$ cat config.mk
export PLATFORM = sky130hd
export DESIGN_NAME = blinds_motor_controller
export DESIGN_NICKNAME = d
export VERILOG_FILES = /design/src/rtl/blinds_motor_controller.sv
export SDC_FILE = /design/constraint.sdc
export NUM_CORES = 1
export LEC_CHECK = 0
export BUFFER_PORTS_ARGS = -buffer_cell sky130_fd_sc_hd__clkbuf_2
export CAP_MARGIN = 20
export CORE_ASPECT_RATIO = 1.2
export CORE_MARGIN = 3
export CORE_UTILIZATION = 25
export CTS_CLUSTER_DIAMETER = 60
export CTS_CLUSTER_SIZE = 40
export DETAILED_ROUTE_END_ITERATION = 6
export GPL_ROUTABILITY_DRIVEN = 0
export PLACE_DENSITY_LB_ADDON = 0.1
export SKIP_LAST_GASP = 1
export SYNTH_ARGS = -nofsm -noshare
export SYNTH_HDL_FRONTEND = slang
export SYNTH_SLANG_ARGS = --single-unit
$ cat constraint.sdc
create_clock -name clk -period 3.39 [get_ports clk]
set_input_delay 0.339 -clock clk [delete_from_list [all_inputs] [get_ports clk]]
set_output_delay 0.339 -clock clk [all_outputs]
set_load 0.02 [all_outputs]
$ cat src/rtl/blinds_motor_controller.sv
// Multi-channel blind motor controller: light hysteresis, manual override, dead-time reversal.
// Optional OVERRIDE_TIMEOUT_EN adds a per-channel override expiry timer.
module blinds_motor_controller #(
  parameter int NUM_CH       = 4,
  parameter int LIGHT_W      = 8,
  parameter int OPEN_TH      = 160,
  parameter int CLOSE_TH     = 96,
  parameter int TICK_DIV     = 1000,
  parameter int TRAVEL_TICKS = 50,
  parameter int DEAD_CYC     = 16,
  parameter int OVR_TICKS    = 3600,
  localparam int POS_W       = $clog2(TRAVEL_TICKS + 1)
) (
  input  logic                      clk,
  input  logic                      rst,
  input  logic [NUM_CH*LIGHT_W-1:0] light_level,
  input  logic [NUM_CH-1:0]         open_cmd,
  input  logic [NUM_CH-1:0]         close_cmd,
  input  logic [NUM_CH-1:0]         auto_resume,
  output logic [NUM_CH-1:0]         motor_up,
  output logic [NUM_CH-1:0]         motor_down,
  output logic [NUM_CH-1:0]         blinds_open,
  output logic [NUM_CH-1:0]         override,
  output logic [NUM_CH*POS_W-1:0]   position
);

  localparam int PW = $clog2(TICK_DIV + 1);
  localparam int DW = $clog2(DEAD_CYC + 1);
  localparam logic [POS_W-1:0] TOP = POS_W'(TRAVEL_TICKS);

  typedef enum logic [1:0] {
    IDLE,
    UP,
    DOWN,
    DEAD
  } state_t;

  if (CLOSE_TH >= OPEN_TH || OVR_TICKS < 1 || DEAD_CYC < 1 ||
      TICK_DIV < 1 || TRAVEL_TICKS < 1) begin : g_bad_cfg
    $error("blinds_motor_controller: invalid parameter set");
  end

  logic [PW-1:0] pre;
  logic          tick;

  assign tick = (pre == PW'(TICK_DIV - 1));

  always_ff @(posedge clk) begin
    if (rst) begin
      pre <= '0;
    end else if (tick) begin
      pre <= '0;
    end else begin
      pre <= pre + 1'b1;
    end
  end

  for (genvar i = 0; i < NUM_CH; i++) begin : g_ch
    logic [LIGHT_W-1:0] light;
    logic               bright;
    logic               dark;
    logic               tgt_open;
    logic               ovr;
    logic               expire;
    state_t             st;
    state_t             st_nx;
    logic [POS_W-1:0]   pos;
    logic [POS_W-1:0]   pos_nx;
    logic [DW-1:0]      dcnt;
    logic [DW-1:0]      dcnt_nx;

    assign light  = light_level[i*LIGHT_W +: LIGHT_W];
    assign bright = light > LIGHT_W'(OPEN_TH);
    assign dark   = light < LIGHT_W'(CLOSE_TH);

`ifdef OVERRIDE_TIMEOUT_EN
    localparam int TW = $clog2(OVR_TICKS + 1);
    logic [TW-1:0] tmr;

    assign expire = ovr && tick && (tmr <= TW'(1));

    always_ff @(posedge clk) begin
      if (rst || auto_resume[i]) begin
        tmr <= '0;
      end else if (open_cmd[i] || close_cmd[i]) begin
        tmr <= TW'(OVR_TICKS);
      end else if (ovr && tick && tmr != '0) begin
        tmr <= tmr - 1'b1;
      end
    end
`else
    assign expire = 1'b0;
`endif

    // Open beats close when both are pulsed together
    always_ff @(posedge clk) begin
      if (rst) begin
        tgt_open <= 1'b0;
        ovr      <= 1'b0;
      end else if (auto_resume[i]) begin
        ovr <= 1'b0;
      end else if (open_cmd[i]) begin
        tgt_open <= 1'b1;
        ovr      <= 1'b1;
      end else if (close_cmd[i]) begin
        tgt_open <= 1'b0;
        ovr      <= 1'b1;
      end else if (expire) begin
        ovr <= 1'b0;
      end else if (!ovr) begin
        if (bright) begin
          tgt_open <= 1'b1;
        end else if (dark) begin
          tgt_open <= 1'b0;
        end
      end
    end

    always_ff @(posedge clk) begin
      if (rst) begin
        st   <= IDLE;
        pos  <= '0;
        dcnt <= '0;
      end else begin
        st   <= st_nx;
        pos  <= pos_nx;
        dcnt <= dcnt_nx;
      end
    end

    // A reversal takes precedence over a coincident tick
    always_comb begin
      st_nx   = st;
      pos_nx  = pos;
      dcnt_nx = '0;
      unique case (st)
        IDLE: begin
          if (tgt_open && pos != TOP) begin
            st_nx = UP;
          end else if (!tgt_open && pos != '0) begin
            st_nx = DOWN;
          end
        end
        UP: begin
          if (!tgt_open) begin
            st_nx = DEAD;
          end else if (tick) begin
            if (pos != TOP) pos_nx = pos + 1'b1;
            if (pos >= TOP - 1'b1) st_nx = IDLE;
          end
        end
        DOWN: begin
          if (tgt_open) begin
            st_nx = DEAD;
          end else if (tick) begin
            if (pos != '0) pos_nx = pos - 1'b1;
            if (pos <= POS_W'(1)) st_nx = IDLE;
          end
        end
        DEAD: begin
          if (dcnt == DW'(DEAD_CYC - 1)) begin
            st_nx = IDLE;
          end else begin
            dcnt_nx = dcnt + 1'b1;
          end
        end
        default: st_nx = IDLE;
      endcase
    end

    assign motor_up[i]    = (st == UP);
    assign motor_down[i]  = (st == DOWN);
    assign blinds_open[i] = (pos == TOP);
    assign override[i]    = ovr;
    assign position[i*POS_W +: POS_W] = pos;
  end

endmodule

### Yosys cells after proc, flatten, opt, wreduce, memory -nomap -nowiden

Cells that the tools add are included.
W data, S select, Z words.

| cells by class | value |
|---|---|
| bitwise operators | 8 |
| $add $sub $neg | 13 |
| $lt $le $gt $ge | 16 |
| eq/ne operators | 77 |
| mux-type cells | 96 |
| reduce and logical (&&, ||, !) cells | 53 |

Operator list:

| kind | number |
|---|---|
| $mux W6 | 24 |
| $mux W2 | 36 |
| $pmux W6 S2 | 4 |
| $ne A2 B1 Y1 const B | 20 |
| $ne A3 B3 Y1 const B | 12 |
| $gt A8 B8 Y1 const B | 4 |
| $lt A8 B7 Y1 const B | 4 |
| $pmux W2 S4 | 4 |
| $mux W1 | 28 |
| $reduce_and A7 Y1 | 4 |
| $add A6 B1 Y6 const B | 4 |
| $eq A6 B6 Y1 const B | 4 |
| $ge A6 B6 Y1 const B | 4 |
| $le A6 B1 Y1 const B | 4 |
| $ne A3 B1 Y1 const B | 8 |
| $ne A6 B6 Y1 const B | 4 |
| $reduce_and A6 Y1 | 4 |
| $reduce_bool A6 Y1 | 4 |
| $sub A6 B1 Y6 const B | 4 |
| $add A5 B1 Y5 const B | 4 |
| $eq A5 B4 Y1 const B | 4 |
| $eq A2 B2 Y1 const B | 8 |
| $ne A2 B2 Y1 const B | 8 |
| $reduce_bool A2 Y1 | 8 |
| other kinds (12) | 51 |

| storage, ports and cells | value |
|---|---|
| register bits | 70 |
| logic and storage cells | 284 |
| input bits | 46 |
| output and inout bits | 40 |

### Longest topological paths before layout

Gate-level depths: netlist of run 1.

| depth | value |
|---|---|
| word-level depth | 6 |
| mapped depth | 8 |
| mapped depth without buffers | 8 |

### Worst setup path before layout of run 1

OpenSTA, ideal clock, no wires.

| timing | value |
|---|---|
| path type | register to register |
| start point | register g_ch[0].pos[0] |
| end point | register g_ch[0].pos[4] |
| stages on the path, launching flop included | 9 |
| library setup time | 0.135 ns |
| period minus slack after synthesis | 2.350 ns |
| path slack | 1.040 ns |
| buffers on the path | 1 |
| arrival time | 2.215 ns |
| data required time | 3.255 ns |
| cells stage by stage | dfxtp_1 > inv_1 > ha_1 > and3_2 > and2_2 > o32a_1 > buf_2 > o311ai_0 > o41ai_1 |

| on the way | value |
|---|---|
| cells in the longest elaborated chain, start to end | 5 |
| elaborated cells on any way between the ends | 14 |
| classes of those cells | add/sub: 2; eq/ne: 3; mux: 7; reduce/logical: 2 |

RTL lines:

| item | RTL line | source |
|---|---|---|
| from (decl) | 67 | `logic [POS_W-1:0] pos;` |
| from (signal assigned) | 126 | `pos <= pos_nx;` |
| $sub A6 B1 Y6 / $add A6 B1 Y6 (equally long branches) | 156, 148 |  |
| $mux W6 (on tied branches) | 156, 148 |  |
| $mux W6 (on tied branches) | 155, 147 |  |
| $mux W6 (on tied branches) | 153, 145 |  |
| $pmux W6 S2 | 136 | `unique case (st)` |

Several ways; a longest one is shown, not always the timed one. The select of a mux whose other input is x is not followed.
A chain may end at the register's enable or synchronous reset.

### Final worst setup path of run 1

| timing | value |
|---|---|
| start point | register pre[0] |
| end point | register g_ch[0].pos[2] |

| on the way | value |
|---|---|
| cells in the longest elaborated chain, start to end | 3 |
| elaborated cells on any way between the ends | 4 |
| classes of those cells | eq/ne: 3; reduce/logical: 1 |

RTL lines:

| item | RTL line | source |
|---|---|---|
| from (decl) | 43 | `logic [PW-1:0] pre;` |
| from (signal assigned) | 54 | `pre <= pre + 1'b1;` |
| $eq A10 B10 Y1 * | 46 | `assign tick = (pre == PW'(TICK_DIV - 1));` |
| $ne A2 B1 Y1 (no source line) | - |  |
| $reduce_and A7 Y1 (no source line) * | - |  |

Mark *: on every way between the ends. The rest lies on a longest branch, timed or not.

==> results of run 1 <==
-- worst max-delay path, cell delays in order, from the launching register on --
cell and delay, ns:
dfxtp_1 0.37, ha_1 0.24, nand2_1 0.16, or3_1 0.53, o32a_1 0.51, or4_1 0.54
a21oi_1 0.14
-- stage by stage --
step                utilization [%]  hold WS (ns)  instances  power, uW  setup WS [ns]
floorplan                         -         0.418        580       2460           1.04
global placement               28.9         0.426        896       2940          0.879
detailed placement             28.9         0.438        896       2950          0.838
CTS                            30.6         0.195        912       3950          0.818
global route                   30.6         0.208        912       4240          0.626
finish                         30.6         0.212        912       3890          0.830
-- where the power goes --
part	internal, uW	switching [uW]	total (uW)
clock network	572	401	973
registers	944	191	1130
logic	721	1060	1780
-- state kept, by name (all words and copies together) (netlist names) --
signal and count:
g_ch.dcnt 20, g_ch.ovr 4, g_ch.st 8, g_ch.pos 24
pre 10, g_ch.tgt_open 4
-- cell families (layout without fill, tap and decap cells) --
logic type	count (synthesis)	in the layout	share of synthesized area (%)
buffers and inverters	69	149	6.91
AO/OA/AOI/OAI	150	150	20.8
adder cells (fa/ha/maj)	47	47	12.5
AND/OR/NAND/NOR	216	216	24.3
flip-flops	70	70	29.9
multiplexers	9	9	1.98
XOR/XNOR	19	19	3.55
-- cells in the mapped netlist (3+ instances only) --
cell type and count:
dfxtp_1 70, nor2_1 60, ha_1 47, inv_1 44, a21oi_1 43, nand2_1 39
o21ai_0 25, nand3_1 22, or4_1 22, o31ai_1 19, a31oi_1 18, clkbuf_1 14
nor3_1 14, and3_1 11, xnor2_1 11, nor2b_1 9, nand2b_1 8, xor2_1 8
a311oi_1 7, mux2i_1 7, or3_1 7, o21a_1 5, a21o_1 4, buf_4 4
clkbuf_8 4, nor4_1 4, o21bai_1 4, a21boi_0 3, nand3b_1 3, nor4b_1 3
o32a_1 3, or2_2 3
-- worst paths after layout --
kind                           to  slack [ns]
setup / recovery   g_ch[0].pos[2]        0.83
hold / removal        g_ch[0].ovr        0.21
setup reg to reg   g_ch[0].pos[2]        0.83
hold reg to reg   g_ch[3].dcnt[0]        0.45
-- metal layers --
layer | GRT usage (%) | up-vias | share of wire [%]
met1 | 14.8 | 2034 | 45
met5 | 0 | - | 0
met3 | 2.67 | 20 | 2.9
met2 | 20.1 | 54 | 50
met4 | 4.41 | 0 | 2.1
li1 | - | 2249 | -
-- area by class of cell --
class / instances / share of cell area, %
multi-input cells: 441 / 52.9
flip-flops and latches: 70 / 25.0
repair buffers: 89 / 8.14
well taps: 252 / 5.63
clock buffers: 9 / 4.02
inverters: 44 / 2.95
clock inverters: 7 / 1.32
==> metrics.csv, run 1 <==
stage;metric;value;unit
detailed_routing;vias;4357;
timing;post-route-period-util;75.5;%
cts;cts_resized;0;
die;core_area;0.0183;mm^2
pwr;ir_worst_vdd;0.284;mV
global_routing;grt_max_degree;35;
timing;worstMarginPinSlew;0.676;ns
logic_synthesis;synthTopCellsByArea;dfxtp_1, ha_1, nor2_1;
cts;clock_path_buffers;2;
die;die_area;0.0204;mm^2
detailed_routing;drt_iter0_markers;200;
cts;ctsHoldBuffers;0;
logic_synthesis;synth_top_area_share;29.9;%
timing;setup_violations;0;
logic_synthesis;synthesis.nets;673;
layout;final.fill_count;1985;
die;io_pins;86;
timing;tns;0;ns
worst_hold_path;hold_depth;2;
detailed_routing;antenna_left;0;
layout;stdcell_area;0.00560;mm^2
worst_setup_path;ff2ff_path_depth;6;
detailed_routing;drc;0;
global_routing;grt_pass1_vias;4190;
die;die_w;131;um
timing;skew;0.00787;ns
worst_setup_path;crit_fanout;12;
logic_synthesis;async_flop_share;0;%
timing;slew_headroom;55.0;%
cts;cts.sinks;70;
run;cap_viol_max_count;0;
worst_hold_path;hp-start;auto_resume[0];
pwr;power.leakage;0.00230;uW
cts;cts_max_level;3;
placement;dp_hpwl;9.00;mm
timing;rsz0062_at_grt;false;
placement;placed_area;0.00530;mm^2
worst_setup_path;crit_arrival;2.83;ns
logic_synthesis;ys_types;58;
timing;post-route-min-period;2.56;ns
logic_synthesis;syn_area;0.00469;mm^2
die;fp-row-count;54;
global_routing;grtUsageTotal;11.9;%
cts;cts_buffers;9;
timing;timing.fmax;391;MHz
layout;final_nets;748;
detailed_routing;wl_per_cell;13.1;um
detailed_routing;avgViaCountPerCell;4.78;
worst_setup_path;worst_setup_path_end_kind;register;
global_routing;antenna_found_initial;0;
layout;final_cell_mix;clkbuf_2, dfxtp_1, nor2_1;
timing;drv_slew;0;
layout;antenna_cells;0;
logic_synthesis;synth_edf_count;0;
logic_synthesis;syn_inst;580;
detailed_routing;firstDrtPassIters;4;
logic_synthesis;yosysWarnings;0;
global_routing;grt_pass1_wl;20.0;mm
layout;layout_commonest_cell;clkbuf_2;
cts;postCtsSetupRepairBufs;0;
cts;path_clk_slew;0.06;ns
cts;root_buffer;clkbuf_16;
worst_setup_path;required;3.66;ns
logic_synthesis;ys.flop_type;dfxtp_1;
layout;multiInputGateArea;0.00296;mm^2
detailed_routing;finalWirelength;12.0;mm
layout;area_growth;19.4;%
timing;hold_violations;0;
logic_synthesis;ys_ff_latch;70;
cts;cts_tree;done;
global_routing;grt_overflow;0;
placement;numPortBuffers;85;
die;die_h;156;um
cts;clock_latency;0.34;ns
layout;regArea;0.00140;mm^2
worst_hold_path;holdCritPathClass;in2reg;
worst_setup_path;r2r_start;pre[0];
outcome;status;complete, no violations;
layout;drive_gt1_share;18.3;%
die;start_util;25.6;%
worst_setup_path;critPathLaunchType;register;
logic_synthesis;synth_largest_area_cell;dfxtp_1;
worst_setup_path;critPathKind;reg2reg;
pwr;powerDensity;695;mW/mm^2
logic_synthesis;yosysSeqAreaShare;29.9;%
logic_synthesis;avgSynthCellArea;8.08;um^2
worst_setup_path;cp-startpoint;pre[0];
Note: power is estimated with default switching activity, not from simulation.
==> run 2: changes to the inputs <==
- clock period: 3.39 -> 2.1 ns (I/O delays scaled with it)
==> run 2 against run 1 <==
Clock skew fell by 0.0033 ns. Sequential power rose by 51%. Total power rose by 83%. Non-clock buffer count rose by 66. Clock power rose by 77%. Register-to-register slack got worse by 0.82 ns. Combinational power rose by 110%. Core utilization rose by 4.0 points. Wire length rose by 9.9%. Count of clock-buffer cells in the layout rose by 1. Sequential share of layout area fell by 2.8 points. Critical endpoint unchanged. Largest power group unchanged. Highest routed layer unchanged.
==> metrics.csv, run 2 (synthesis gave the netlist of run 1 again) <==
stage;metric;value;unit;change
outcome;status;complete, no violations;;
die;start_util;25.6;%;unchanged
die;core_area;0.0183;mm^2;unchanged
timing;rsz0062_at_grt;true;;
worst_setup_path;crit_chain;ha_4 > nand2_4 > or3_4 > o32a_1 > or4_4 > a21oi_2;;
worst_hold_path;min_to;g_ch[3].ovr;;
pwr;seq_power_share;24.0;%;-5.2 points
timing;post-route-min-period;2.09;ns;-0.465 ns
die;die_h;156;um;unchanged
detailed_routing;firstDrtPassIters;4;;unchanged
timing;post-route-period-util;99.7;%;+24 points
timing;setup_violations;0;;unchanged
cts;path_clk_slew;0.06;ns;about the same
worst_setup_path;cpMaxStageDelayCell;or4_4;;
detailed_routing;finalWirelength;13.2;mm;+9.9%
layout;antenna_cells;0;;unchanged
placement;placed_area;0.00581;mm^2;+9.7%
layout;final_cell_mix;clkbuf_2, buf_4, dfxtp_1;;
layout;layout_commonest_cell;clkbuf_2;;
worst_setup_path;r2r_start;pre[0];;
detailed_routing;drt_iter0_markers;174;;-13%
cts;root_buffer;clkbuf_16;;
pwr;internal-power;4240;uW;+90%
layout;fin_cells;978;;+7.2%
timing;timing.fmax;477;MHz;+22%
worst_hold_path;hp-start;auto_resume[3];;
die;die_w;131;um;unchanged
cts;cts_max_level;3;;unchanged
detailed_routing;drc;0;;unchanged
pwr;powerDensity;1120;mW/mm^2;+62%
die;io_pins;86;;unchanged
cts;ctsHoldBuffers;0;;unchanged
worst_setup_path;ff2ff_path_depth;6;;unchanged
layout;drive_gt1_share;30.4;%;+12 points
timing;hold_violations;0;;unchanged
timing;skew;0.00455;ns;-0.00331 ns
layout;final_nets;814;;+8.8%
layout;largest_reg_flops;24;;unchanged
pwr;p_clk_share;24.1;%;-0.9 points
worst_setup_path;crit_fanout;6;;-6
placement;dp.cells;960;;+7.1%
worst_setup_path;worst_setup_path_end_kind;register;;
timing;worstMarginPinSlew;0.554;ns;-0.122 ns
pwr;power.leakage;0.00269;uW;+17%
die;die_area;0.0204;mm^2;unchanged
worst_setup_path;r2r-end;g_ch[0].pos[2];;
worst_setup_path;r2r_setup_slack;0.005;ns;-0.82 ns
cts;cts_tree;done;;
placement;numPortBuffers;85;;unchanged
layout;stdcell_area;0.00633;mm^2;+13%
cts;clock_latency;0.34;ns;about the same
layout;top_register;g_ch.pos;;
worst_setup_path;critPathLaunchType;register;;
pwr;power_switching;2870;uW;+73%
cts;cts_buffers;9;;unchanged
timing;slew_headroom;63.0;%;+8.1 points
detailed_routing;wl_per_cell;13.4;um;+2.5%
global_routing;grt_pass1_vias;4592;;+9.6%
timing;drv_slew;0;;unchanged
placement;dp_hpwl;10.2;mm;+13%
layout;reg.largest.list;g_ch.pos x24, g_ch.dcnt x20, pre x10;;
detailed_routing;vias;4593;;+5.4%
global_routing;grtUsageTotal;13.1;%;+1.1 points
worst_setup_path;crit_arrival;2.37;ns;-0.46 ns
pwr;ir_worst_vdd;0.445;mV;+57%
pwr;combPwrFrac;51.9;%;+6.1 points
global_routing;grt_overflow;0;;unchanged
worst_hold_path;holdCritPathClass;in2reg;;
die;fp-row-count;54;;unchanged
timing;hold_slack;0.0848;ns;-0.128 ns
detailed_routing;antenna_left;0;;unchanged
global_routing;grt_pass1_wl;21.8;mm;+9.0%
global_routing;grt_max_degree;19;;-46%
global_routing;antenna_found_initial;0;;unchanged
pwr;switching_share;40.3;%;-2.2 points
worst_setup_path;required;2.38;ns;-1.28 ns
layout;area_growth;35.1;%;
detailed_routing;avgViaCountPerCell;4.70;;-1.7%
cts;clock_path_buffers;2;;unchanged
worst_setup_path;critPathKind;reg2reg;;
worst_setup_path;cpPeakStageDelay;0.56;ns;+0.02 ns
cts;cts.sinks;70;;unchanged
run;cap_viol_max_count;0;;unchanged
worst_hold_path;hold_depth;2;;unchanged
[run 2: cell types whose count changed in the layout (fill, tap and decap cells not counted), sizes merged]
cell and change:
buf +66, clkinv -2, bufinv +1, clkbuf +1
clkinvlp -1, inv +1
[run 2: cell type report]
type | count | area [um^2]
clock inverters | 6 | 92.6
multi-input cells | 441 | 3150
flip-flops and latches | 70 | 1410
clock buffers | 10 | 239
well taps | 252 | 315
fillers | 1920 | 12000
inverters | 44 | 165
repair buffers | 155 | 958
[run 2: stage by stage]
stage | setup WS, ns | setup TNS [ns] | util, % | power (uW)
3_5_place_dp | 0.00870 | 0 | 31.7 | 5220
3_3_place_gp | 0.0616 | 0 | 31.7 | 5200
2_1_floorplan | 0.00876 | 0 | - | 4010
5_1_grt | -0.0534 | -0.127 | 34.6 | 7680
4_1_cts | 0.00944 | 0 | 33.6 | 6990
6_report | 0.00529 | 0 | 34.6 | 7110
[run 2: routing by layer]
| layer | up-vias | global-route usage, % | routed length (um) |
|---|---|---|---|
| li1 | 2375 | - | - |
| met1 | 2152 | 15.9 | 5880 |
| met2 | 52 | 23.0 | 6710 |
| met3 | 14 | 2.43 | 368 |
| met4 | 0 | 4.21 | 194 |
| met5 | - | 0 | 0 |
[run 2: power by group through the flow]
stage          Clock, uW  Sequential, uW  Combinational (uW)
2_1_floorplan          0            1880                2140
3_3_place_gp           0            1730                3480
3_5_place_dp           0            1730                3480
4_1_cts             1780            1700                3510
5_1_grt             1840            1740                4110
6_report            1720            1710                3690
[run 2: how the worst max path moves through the flow]
stage                     slack [ns]  startpoint             end  cells past startpoint
final                          0.005      pre[0]  g_ch[0].pos[2]                      6
after global routing           -0.05      pre[0]  g_ch[0].pos[2]                      6
after CTS                      0.009      pre[1]  g_ch[2].pos[2]                      7
after detailed placement       0.009      pre[1]  g_ch[2].pos[5]                      7
after global placement          0.06      pre[1]  g_ch[2].pos[3]                      7
after floorplan                0.009      pre[1]  g_ch[0].pos[2]                      7
[run 2: worst max-delay path, delay by kind of cell (launching register included)]
kind	cells	cell delay (ns)
adders and majority gates	1	0.15
and+or+nand+nor	3	0.98
AOI/OAI and AO/OA	2	0.56
DFF	1	0.35
[run 2: what timing repair did]
action                     in CTS  in global routing
setup endpoints to repair       4                 23
pin swaps                       1                  8
buffers inserted                0                  2
gates resized for setup         1                 36
==> run 3: changes to the inputs <==
- BUFFER_PORTS_ARGS: -buffer_cell sky130_fd_sc_hd__clkbuf_2 -> -buffer_cell sky130_fd_sc_hd__buf_2
==> run 3 against run 2 <==
Final cell count down 0.51%. Flip-flop and latch count unchanged. Combinational power down 4%. Count of clock-buffer cells in the layout up 2. Critical path depth up 1. Sequential power about the same. Setup slack better by 0.035 ns. Highest routed layer unchanged. Core utilization down 0.61 points. Worst hold slack worse by 0.0069 ns.
==> metrics.csv, run 3 (synthesis gave the netlist of run 1 again) <==
stage;metric;value;unit;change
timing;post-route-period-util;98.1;%;-1.7 points
layout;area_growth;32.7;%;
worst_hold_path;holdCritPathClass;in2reg;;
pwr;p_total;6910;uW;-2.9%
worst_hold_path;min_to;g_ch[3].ovr;;
global_routing;grt_max_degree;30;;+11
worst_setup_path;ff2ff_path_depth;7;;+1
pwr;powerDensity;1110;mW/mm^2;-1.1%
detailed_routing;finalWirelength;13.0;mm;-1.5%
layout;layout_commonest_cell;buf_2;;
layout;reg.largest.list;g_ch.pos x24, g_ch.dcnt x20, pre x10;;
die;core_area;0.0183;mm^2;unchanged
die;fp-row-count;54;;unchanged
pwr;ir_worst_vdd;0.427;mV;-4.1%
worst_setup_path;r2r-end;g_ch[0].pos[0];;
cts;root_buffer;clkbuf_16;;
die;start_util;25.6;%;unchanged
worst_setup_path;crit_fanout;5;;-1
detailed_routing;antenna_left;0;;unchanged
cts;clock_latency;0.34;ns;about the same
timing;setup_violations;0;;unchanged
detailed_routing;drt_iter0_markers;147;;-16%
cts;clock_path_buffers;2;;unchanged
cts;cts_tree;done;;
global_routing;grt_pass1_wl;21.3;mm;-2.0%
detailed_routing;wl_per_cell;13.3;um;-1.0%
timing;drv_slew;0;;unchanged
cts;cts_max_level;3;;unchanged
die;die_w;131;um;unchanged
die;io_pins;86;;unchanged
worst_setup_path;worst_setup_path_end_kind;register;;
global_routing;grt_overflow;0;;unchanged
placement;dp.cells;954;;-0.63%
run;cap_viol_max_count;0;;unchanged
timing;slew_headroom;62.0;%;-1.1 points
layout;final_cell_mix;buf_2, dfxtp_1, buf_4;;
pwr;power.leakage;0.00269;uW;about the same
detailed_routing;firstDrtPassIters;5;;+1
layout;antenna_cells;0;;unchanged
die;die_area;0.0204;mm^2;unchanged
placement;dp_hpwl;9.96;mm;-2.1%
worst_setup_path;required;2.35;ns;-0.03 ns
global_routing;grt_pass1_vias;4425;;-3.6%
timing;hold_violations;0;;unchanged
detailed_routing;vias;4575;;-0.39%
worst_setup_path;critPathLaunchType;register;;
detailed_routing;drc;0;;unchanged
worst_setup_path;crit_arrival;2.31;ns;-0.06 ns
worst_setup_path;r2r_setup_slack;0.04;ns;+0.04 ns
cts;cts_buffers;9;;unchanged
layout;largest_reg_flops;24;;unchanged
cts;ctsHoldBuffers;0;;unchanged
detailed_routing;avgViaCountPerCell;4.70;;+0.12%
die;die_h;156;um;unchanged
timing;tns;0;ns;unchanged
global_routing;antenna_found_initial;0;;unchanged
worst_hold_path;hp-start;auto_resume[3];;
timing;skew;0.0122;ns;+0.00766 ns
worst_setup_path;critPathKind;reg2reg;;
layout;fin_cells;973;;-0.51%
cts;cts.sinks;70;;unchanged
placement;numPortBuffers;85;;unchanged
outcome;status;complete, no violations;;
cts;path_clk_slew;0.06;ns;about the same
timing;timing.fmax;486;MHz;+1.7%
worst_setup_path;r2r_start;pre[0];;
timing;worstMarginPinSlew;0.565;ns;+0.0114 ns
layout;top_register;g_ch.pos;;
layout;final_nets;809;;-0.61%
timing;hold_slack;0.0779;ns;-0.00686 ns
global_routing;grtUsageTotal;12.9;%;-0.14 points
timing;rsz0062_at_grt;true;;
layout;drive_gt1_share;28.3;%;-2.1 points
worst_hold_path;hold_depth;2;;unchanged
timing;post-route-min-period;2.06;ns;-0.0353 ns
[run 3: changes by cell type in the layout (fill, tap and decap cells not counted), moves of 2 or more]
cell / delta
buf_4: -5
nor2_2: -2
a21oi_1: +3
ha_2: -2
nor3_2: -2
clkbuf_2: -85
nor2_1: +2
buf_2: +85
a21oi_2: -2
[run 3: worst max path at each step]
stage | start | end
finish | pre[0] | g_ch[0].pos[0]
floorplan | pre[1] | g_ch[0].pos[2]
global route | pre[3] | g_ch[3].st[0]
CTS | pre[1] | g_ch[2].pos[5]
global placement | pre[3] | g_ch[3].pos[2]
detailed placement | g_ch[1].st[0] | g_ch[1].pos[4]
[run 3: layer usage]
layer,up-vias,share of wire (%),global-route usage (%)
li1,2357,-,-
met1,2152,44,15.4
met2,52,51,22.8
met3,14,3.2,2.91
met4,0,1.2,3.97
met5,-,0,0
[run 3: power by group]
| group | internal (uW) | leakage [uW] | total [uW] | switching, uW |
|---|---|---|---|---|
| clock network | 1030 | 0.000158 | 1640 | 609 |
| logic | 1590 | 0.00196 | 3550 | 1960 |
| registers | 1530 | 0.000572 | 1720 | 197 |
| total | 4140 | 0.00269 | 6910 | 2760 |
[run 3: cell type report]
type / instances / area (um^2)
Timing Repair Buffer: 150 / 930
Fill cell: 1949 / 12100
Multi-Input combinational cell: 441 / 3080
Clock inverter: 4 / 52.6
Inverter: 44 / 165
Clock buffer: 12 / 268
Tap cell: 252 / 315
Sequential cell: 70 / 1410
[run 3: per-stage QoR]
| step | setup slack [ns] | area (um^2) | util (%) |
|---|---|---|---|
| 3_5_place_dp | 0.0179 | 5780 | 31.6 |
| 3_3_place_gp | -0.0111 | 5780 | 31.6 |
| 4_1_cts | 0.00111 | 6100 | 33.3 |
| 5_1_grt | -0.0476 | 6220 | 34.0 |
| 6_report | 0.0406 | 6220 | 34.0 |
| 2_1_floorplan | 0.00876 | 4730 | - |
[run 3: worst max-delay path, stage by stage, from the launching register on]
cell     delay [ns]
dfxtp_2        0.35
ha_4           0.15
nand2_4        0.07
or3_4          0.33
o32a_1         0.41
buf_4          0.16
or3_1          0.33
a21oi_1        0.17
[run 3: timing repair]
item | 4_1_cts | 5_1_grt
setup buffers | 0 | 3
pin swaps | 1 | 4
setup endpoints to repair | 2 | 21
resized for setup | 1 | 22
